**src/rtl/addsub_pkg.sv**
```systemverilog
// Shared definitions for the add/sub command sequencer slice:
// opcode encoding and default datapath width.
package addsub_pkg;

    localparam int unsigned DEFAULT_WIDTH = 4;

    typedef enum logic [1:0] {
        OP_LOAD  = 2'b00,
        OP_ADD   = 2'b01,
        OP_SUB   = 2'b10,
        OP_CLEAR = 2'b11
    } cmd_op_e;

endpackage

```
**src/rtl/addsub_cmd_sequencer_if.sv**
```systemverilog
// Command and result handshake bundle for addsub_cmd_sequencer.
// master = command producer / result consumer, slave = sequencer.
interface addsub_cmd_sequencer_if #(
    parameter int unsigned WIDTH = addsub_pkg::DEFAULT_WIDTH
);
    logic             cmd_valid;
    logic             cmd_ready;
    logic [1:0]       cmd_op;
    logic [WIDTH-1:0] cmd_data;
    logic             res_valid;
    logic             res_ready;
    logic [WIDTH-1:0] res_data;
    logic             res_cout;
    logic             res_ovf;

    modport master (
        output cmd_valid, cmd_op, cmd_data, res_ready,
        input  cmd_ready, res_valid, res_data, res_cout, res_ovf
    );

    modport slave (
        input  cmd_valid, cmd_op, cmd_data, res_ready,
        output cmd_ready, res_valid, res_data, res_cout, res_ovf
    );
endinterface

```
**src/rtl/add_or_sub.sv**
```systemverilog
// Combinational WIDTH-bit adder/subtractor: a+b, or a+~b+1 when add_sub=1.
// cout is the raw carry out of the MSB (1 = no borrow on subtract);
// ovf is two's-complement overflow of the performed operation.
module add_or_sub #(
    parameter int unsigned WIDTH = 4
) (
    input  logic [WIDTH-1:0] a,
    input  logic [WIDTH-1:0] b,
    input  logic             add_sub,
    output logic [WIDTH-1:0] sum,
    output logic             cout,
    output logic             ovf
);
    logic [WIDTH-1:0] b_eff;
    logic [WIDTH:0]   full_sum;

    // Invert B for subtract and inject the +1 as carry-in.
    always_comb begin
        b_eff    = add_sub ? ~b : b;
        full_sum = {1'b0, a} + {1'b0, b_eff} + {{WIDTH{1'b0}}, add_sub};
        sum      = full_sum[WIDTH-1:0];
        cout     = full_sum[WIDTH];
        ovf      = (a[WIDTH-1] == b_eff[WIDTH-1]) && (sum[WIDTH-1] != a[WIDTH-1]);
    end
endmodule

```
**src/rtl/addsub_cmd_fifo.sv**
```systemverilog
// Synchronous FIFO holding {op, data} command entries.
// Pointers and count reset asynchronously; storage is not reset.
module addsub_cmd_fifo #(
    parameter int unsigned DEPTH = 4,
    parameter int unsigned DW    = 6
) (
    input  logic                     clk,
    input  logic                     rst,
    input  logic                     push,
    input  logic                     pop,
    input  logic [DW-1:0]            wdata,
    output logic [DW-1:0]            rdata,
    output logic                     full,
    output logic                     empty,
    output logic [$clog2(DEPTH):0]   count
);
    localparam int unsigned     AW       = $clog2(DEPTH);
    localparam logic [AW:0]     CNT_ONE  = (AW+1)'(1);
    localparam logic [AW:0]     CNT_FULL = (AW+1)'(DEPTH);
    localparam logic [AW-1:0]   PTR_ONE  = AW'(1);

    logic [DW-1:0] mem [DEPTH];
    logic [AW-1:0] wptr;
    logic [AW-1:0] rptr;
    logic          do_push;
    logic          do_pop;

    // Status flags and guarded push/pop strobes.
    always_comb begin
        full    = (count == CNT_FULL);
        empty   = (count == '0);
        do_push = push && !full;
        do_pop  = pop && !empty;
        rdata   = mem[rptr];
    end

    // Pointer and occupancy tracking; power-of-two depth wraps naturally.
    always_ff @(posedge clk or posedge rst) begin
        if (rst) begin
            wptr  <= '0;
            rptr  <= '0;
            count <= '0;
        end else begin
            if (do_push) wptr <= wptr + PTR_ONE;
            if (do_pop)  rptr <= rptr + PTR_ONE;
            case ({do_push, do_pop})
                2'b10:   count <= count + CNT_ONE;
                2'b01:   count <= count - CNT_ONE;
                default: count <= count;
            endcase
        end
    end

    // Entry storage write.
    always_ff @(posedge clk) begin
        if (do_push) mem[wptr] <= wdata;
    end
endmodule

```
**src/rtl/addsub_cmd_sequencer.sv**
```systemverilog
// Accumulator command sequencer: buffers LOAD/ADD/SUB/CLEAR commands,
// executes one per cycle through add_or_sub, and holds each result on a
// valid/ready port until consumed.
module addsub_cmd_sequencer
    import addsub_pkg::*;
#(
    parameter int unsigned WIDTH = DEFAULT_WIDTH,
    parameter int unsigned DEPTH = 4
) (
    input  logic                   clk,
    input  logic                   rst,
    addsub_cmd_sequencer_if.slave  bus,
    output logic [WIDTH-1:0]       acc_out,
    output logic                   busy
);
    logic                     fifo_full;
    logic                     fifo_empty;
    logic [$clog2(DEPTH):0]   fifo_count;
    logic [WIDTH+1:0]         head;
    logic                     push;
    logic                     exec;
    cmd_op_e                  head_op;
    logic [WIDTH-1:0]         head_data;

    logic [WIDTH-1:0]         acc;
    logic                     res_valid_q;
    logic [WIDTH-1:0]         res_data_q;
    logic                     res_cout_q;
    logic                     res_ovf_q;

    logic [WIDTH-1:0]         core_sum;
    logic                     core_cout;
    logic                     core_ovf;
    logic [WIDTH-1:0]         nxt_acc;
    logic                     nxt_cout;
    logic                     nxt_ovf;

    // Handshake, scheduling and status outputs.
    always_comb begin
        bus.cmd_ready = !fifo_full;
        push          = bus.cmd_valid && !fifo_full;
        exec          = !fifo_empty && (!res_valid_q || bus.res_ready);
        head_op       = cmd_op_e'(head[WIDTH+1:WIDTH]);
        head_data     = head[WIDTH-1:0];
        bus.res_valid = res_valid_q;
        bus.res_data  = res_data_q;
        bus.res_cout  = res_cout_q;
        bus.res_ovf   = res_ovf_q;
        acc_out       = acc;
        busy          = (fifo_count != '0) || res_valid_q;
    end

    addsub_cmd_fifo #(
        .DEPTH (DEPTH),
        .DW    (WIDTH + 2)
    ) u_fifo (
        .clk   (clk),
        .rst   (rst),
        .push  (push),
        .pop   (exec),
        .wdata ({bus.cmd_op, bus.cmd_data}),
        .rdata (head),
        .full  (fifo_full),
        .empty (fifo_empty),
        .count (fifo_count)
    );

    add_or_sub #(
        .WIDTH (WIDTH)
    ) u_core (
        .a       (acc),
        .b       (head_data),
        .add_sub (head_op == OP_SUB),
        .sum     (core_sum),
        .cout    (core_cout),
        .ovf     (core_ovf)
    );

    // Result of the head command; LOAD and CLEAR bypass the core flags.
    always_comb begin
        nxt_acc  = '0;
        nxt_cout = 1'b0;
        nxt_ovf  = 1'b0;
        case (head_op)
            OP_LOAD:  nxt_acc = head_data;
            OP_ADD,
            OP_SUB: begin
                nxt_acc  = core_sum;
                nxt_cout = core_cout;
                nxt_ovf  = core_ovf;
            end
            default:  nxt_acc = '0;
        endcase
    end

    // Accumulator and result register; execute takes priority over plain consume.
    always_ff @(posedge clk or posedge rst) begin
        if (rst) begin
            acc         <= '0;
            res_valid_q <= 1'b0;
            res_data_q  <= '0;
            res_cout_q  <= 1'b0;
            res_ovf_q   <= 1'b0;
        end else if (exec) begin
            acc         <= nxt_acc;
            res_valid_q <= 1'b1;
            res_data_q  <= nxt_acc;
            res_cout_q  <= nxt_cout;
            res_ovf_q   <= nxt_ovf;
        end else if (res_valid_q && bus.res_ready) begin
            res_valid_q <= 1'b0;
        end
    end
endmodule

```
**src/flat_wrapper.sv**
```systemverilog
// flat-port wrapper written by rule: the top's interface ports become plain ports
module addsub_cmd_sequencer_flat import addsub_pkg::*;
#(
    parameter int unsigned WIDTH = DEFAULT_WIDTH,
    parameter int unsigned DEPTH = 4
)
  (clk, rst, acc_out, busy, bus_cmd_valid, bus_cmd_op, bus_cmd_data, bus_res_ready, bus_cmd_ready, bus_res_valid, bus_res_data, bus_res_cout, bus_res_ovf);
  addsub_cmd_sequencer_if #(.WIDTH(WIDTH)) bus_i ();
  input  logic clk;
  input  logic rst;
  output logic [WIDTH-1:0] acc_out;
  output logic busy;
  input wire logic [$bits(bus_i.cmd_valid)-1:0] bus_cmd_valid;
  input wire logic [$bits(bus_i.cmd_op)-1:0] bus_cmd_op;
  input wire logic [$bits(bus_i.cmd_data)-1:0] bus_cmd_data;
  input wire logic [$bits(bus_i.res_ready)-1:0] bus_res_ready;
  output wire logic [$bits(bus_i.cmd_ready)-1:0] bus_cmd_ready;
  output wire logic [$bits(bus_i.res_valid)-1:0] bus_res_valid;
  output wire logic [$bits(bus_i.res_data)-1:0] bus_res_data;
  output wire logic [$bits(bus_i.res_cout)-1:0] bus_res_cout;
  output wire logic [$bits(bus_i.res_ovf)-1:0] bus_res_ovf;
  assign bus_i.cmd_valid = bus_cmd_valid;
  assign bus_i.cmd_op = bus_cmd_op;
  assign bus_i.cmd_data = bus_cmd_data;
  assign bus_i.res_ready = bus_res_ready;
  assign bus_cmd_ready = bus_i.cmd_ready;
  assign bus_res_valid = bus_i.res_valid;
  assign bus_res_data = bus_i.res_data;
  assign bus_res_cout = bus_i.res_cout;
  assign bus_res_ovf = bus_i.res_ovf;
  addsub_cmd_sequencer #(.WIDTH(WIDTH), .DEPTH(DEPTH)) u_core (.clk(clk), .rst(rst), .bus(bus_i), .acc_out(acc_out), .busy(busy));
endmodule
```
**config.mk**
```make
export PLATFORM = sky130hd
export DESIGN_NAME = addsub_cmd_sequencer_flat
export DESIGN_NICKNAME = d
export VERILOG_FILES = /design/src/rtl/addsub_pkg.sv /design/src/rtl/addsub_cmd_sequencer_if.sv /design/src/rtl/add_or_sub.sv /design/src/rtl/addsub_cmd_fifo.sv /design/src/rtl/addsub_cmd_sequencer.sv /design/src/flat_wrapper.sv
export SDC_FILE = /design/constraint.sdc
export NUM_CORES = 1
export LEC_CHECK = 0
export CORE_MARGIN = 2
export CORE_UTILIZATION = 55
export DETAILED_ROUTE_END_ITERATION = 10
export GPL_TIMING_DRIVEN = 0
export PLACE_DENSITY = 0.77
export SLEW_MARGIN = 20
export SYNTH_ARGS = -nofsm -noshare
export SYNTH_HDL_FRONTEND = slang
export SYNTH_SLANG_ARGS = --single-unit
```
**constraint.sdc**
```tcl
create_clock -name clk -period 3.8 [get_ports clk]
set_input_delay 0.76 -clock clk [delete_from_list [all_inputs] [get_ports clk]]
set_output_delay 0.76 -clock clk [all_outputs]
set_load 0.01 [all_outputs]
```
==> results.yml <==
status:
  outcome: "complete, no violations"
synthesis:
  synth_seq_area_share: 0.551
  yosysWarningCount: 0
  syn_inst: 142
  synth_edf_count: 24
  ys_ff_latch: 38
  yosysUniqueCellTypes: 34
  dominantRegCellSynth: "edfxtp_1"
  synth_async_sr_flop_share: 0.368
  syn_nets: 166
  synth.cell_area_um2: 1940
  avgSynthCellArea_um2: 13.7
setup_path:
  critPathKind: "register to register"
  ff2ff_setup_slack_ps: 550
  critPathMaxStageDelay_ps: 560
  cp.depth: 11
  r2r_end: "u_core.bus.res_ovf$_DFFE_PP0P_"
  cp-startpoint: "u_core.u_fifo.rptr[0]$_DFFE_PP0P_"
  reg2reg_depth: 11
  required_ps: 4040
  r2r_start: "u_core.u_fifo.rptr[0]$_DFFE_PP0P_"
  slowest_stage: "mux4_2"
  path_cells: "buf_2 > mux4_2 > inv_1 > ha_1 > clkbuf_1 > xor2_1 > ha_1 > nand4b_1 > mux2_2 > a31oi_1 > o41ai_1"
  path_buf_inv: 3
  cp-end-kind: "register"
  critPathTopFamily: "multiplexers"
  arrival_ps: 3490
  crit_top_cell: "ha_1"
  critPathCapture: "u_core.bus.res_ovf$_DFFE_PP0P_"
  cp_max_fo: 10
  startpoint_type: "register"
floorplan:
  initial_core_util: 0.578
  placeableCoreArea_um2: 3360
  die_h_um: 63.4
  die_w_um: 63.4
  die_area_um2: 4020
  rows: 21
  io_pins: 23
clock_network:
  clk_pin_slew_ps: 120
  cts.sinks: 38
  htree_levels: 2
  cts-buffers-inserted: 5
  cts_hold_buf: 0
  cts_tree: "done"
  root_buffer: "clkbuf_4"
  clock_latency_ps: 350
  cts.path.max_buffers: 2
  postCtsSetupRepairBufs: 0
  cts_resized: 0
flow_run:
  maxCapViolCount: 0
worst_hold_path:
  worstHoldPathType: "register to register"
  hp-start: "u_core.bus.res_cout$_DFFE_PP0P_"
drt:
  drt-initial-drc-count: 61
  remaining_drc_errors: 0
  wirelength_um: 3320
  dr.pass1.iters: 4
  viasPerCell: 5.49
  ant_nets: 0
  vias: 1197
  wl_per_cell_um: 15.2
layout:
  multiInputGateArea_um2: 772
  fillers: 265
  seq_area_um2: 1070
  n_antenna_cell: 0
  layout-drive-gt1-share: 0.134
  fin_area_um2: 2330
  layout.cells.non_filler: 218
  nNetsFinal: 195
  area_growth_pct: 19.8
timing:
  hold_viol_final: 0
  maxSlewViolCount: 0
  setup_tns_ps: 0
  relSlewSlack: 0.622
  max_freq_ghz: 0.308
  rsz0062_at_grt: "no"
  tightest_slew_ps: 567
  clock_skew_ps: 6.47
  setup_ws_ps: 548
  fin_crit_sh: 0.856
  finalSetupViolations: 0
  min_period_ps: 3250
global_route:
  grt_max_degree: 15
  grt_pass1_vias: 1266
  overflow: 0
  grt.total_usage: 0.190
  grt_pass1_wl_um: 5680
  antenna_found_initial: 0
pwr:
  power_density_nw_per_um2: 904
  vdd_drop_max_mv: 0.566
  leakagePower_nw: 0.962
placement:
  dp_cells: 210
  dpl_cell_area_um2: 2220
  post-dp-hpwl_um: 2520
  gp_congestion: 0.850
  numPortBuffers: 22
  place_ws_ps: 582
[per-stage QoR]
step,hold WS (ps),utilization,power [mW]
6_report,492,0.692,2.10
5_1_grt,525,0.692,2.27
4_1_cts,500,0.692,2.11
3_5_place_dp,471,0.660,1.76
3_3_place_gp,459,0.660,1.71
2_1_floorplan,460,-,1.46
[power breakdown]
group | switching [mW] | leakage [nW] | internal [mW] | total [mW]
clock network | 0.137 | 0.0554 | 0.206 | 0.343
logic | 0.600 | 0.517 | 0.523 | 1.12
registers | 0.0734 | 0.389 | 0.565 | 0.639
[sequential cells by signal, indices dropped and copies added (netlist names)]
name / cells
u_core.u_fifo.mem: 24
u_core.bus.res_data: 4
u_core.u_fifo.count: 3
u_core.u_fifo.rptr: 2
u_core.u_fifo.wptr: 2
u_core.bus.res_cout: 1
u_core.bus.res_ovf: 1
u_core.bus.res_valid: 1
[cells in the mapped netlist, drive strengths merged, types with 3 or more instances]
cell    instances  share of area
mux2i           4          0.021
mux4            6          0.071
mux2            4          0.025
xnor2           4          0.018
inv            14          0.027
buf             6          0.021
a21oi           3         0.0077
nand2           8          0.015
dfrtp          14           0.18
edfxtp         24           0.37
and3            4          0.013
xor2            6          0.027
ha             12          0.077
o21ai           3         0.0077
[routing by layer]
metal,vias to the layer above,GRT usage,part of all wire
li1,573,-,-
met2,36,0.333,0.51
met1,577,0.214,0.41
met3,11,0.0482,0.044
met4,0,0.0978,0.034
met5,-,0,0
[cell families after synthesis]
logic type	after synthesis	share of synthesized area
flip-flops	38	0.551
AND/OR/NAND/NOR	25	0.0695
buffers and inverters	22	0.0515
AO/OA/AOI/OAI	19	0.0676
multiplexers	14	0.117
adder cells (fa/ha/maj)	14	0.0979
XOR/XNOR	10	0.0451
[final cells by class]
cell class	instances	area share
buffer	8	0.0204
clock buffer	5	0.0161
clock inverter	3	0.0296
inverter	14	0.0226
multi-input combinational	82	0.332
sequential	38	0.460
tap	46	0.0247
timing repair buffer	22	0.0946
[cell usage in the layout (no fill, tap or decap), types with 5 or more instances in the layout]
| cell type | n |
|---|---|
| clkdlybuf4s50_1 | 22 |
| dfrtp_1 | 14 |
| clkbuf_4 | 5 |
| nand2_1 | 8 |
| edfxtp_1 | 24 |
| inv_1 | 14 |
| mux4_2 | 5 |
| ha_1 | 12 |
| xor2_1 | 6 |
[worst min-delay path, delay by kind of cell (launching register included)]
kind	cells	cell delay [ps]
AOI/OAI and AO/OA	1	60
and+or+nand+nor	1	40
DFF	1	360
[worst min path at each step]
stage / cells after the start / slack (ps) / endpoint
2_1_floorplan: 1 / 460 / u_core.u_fifo.count[0]$_DFFE_PP0P_
3_3_place_gp: 2 / 460 / u_core.bus.res_ovf$_DFFE_PP0P_
3_5_place_dp: 2 / 470 / u_core.bus.res_cout$_DFFE_PP0P_
4_1_cts: 2 / 500 / u_core.bus.res_cout$_DFFE_PP0P_
5_1_grt: 1 / 520 / u_core.u_fifo.count[0]$_DFFE_PP0P_
6_report: 2 / 490 / u_core.bus.res_cout$_DFFE_PP0P_
Power figures use the tool's default switching activity.
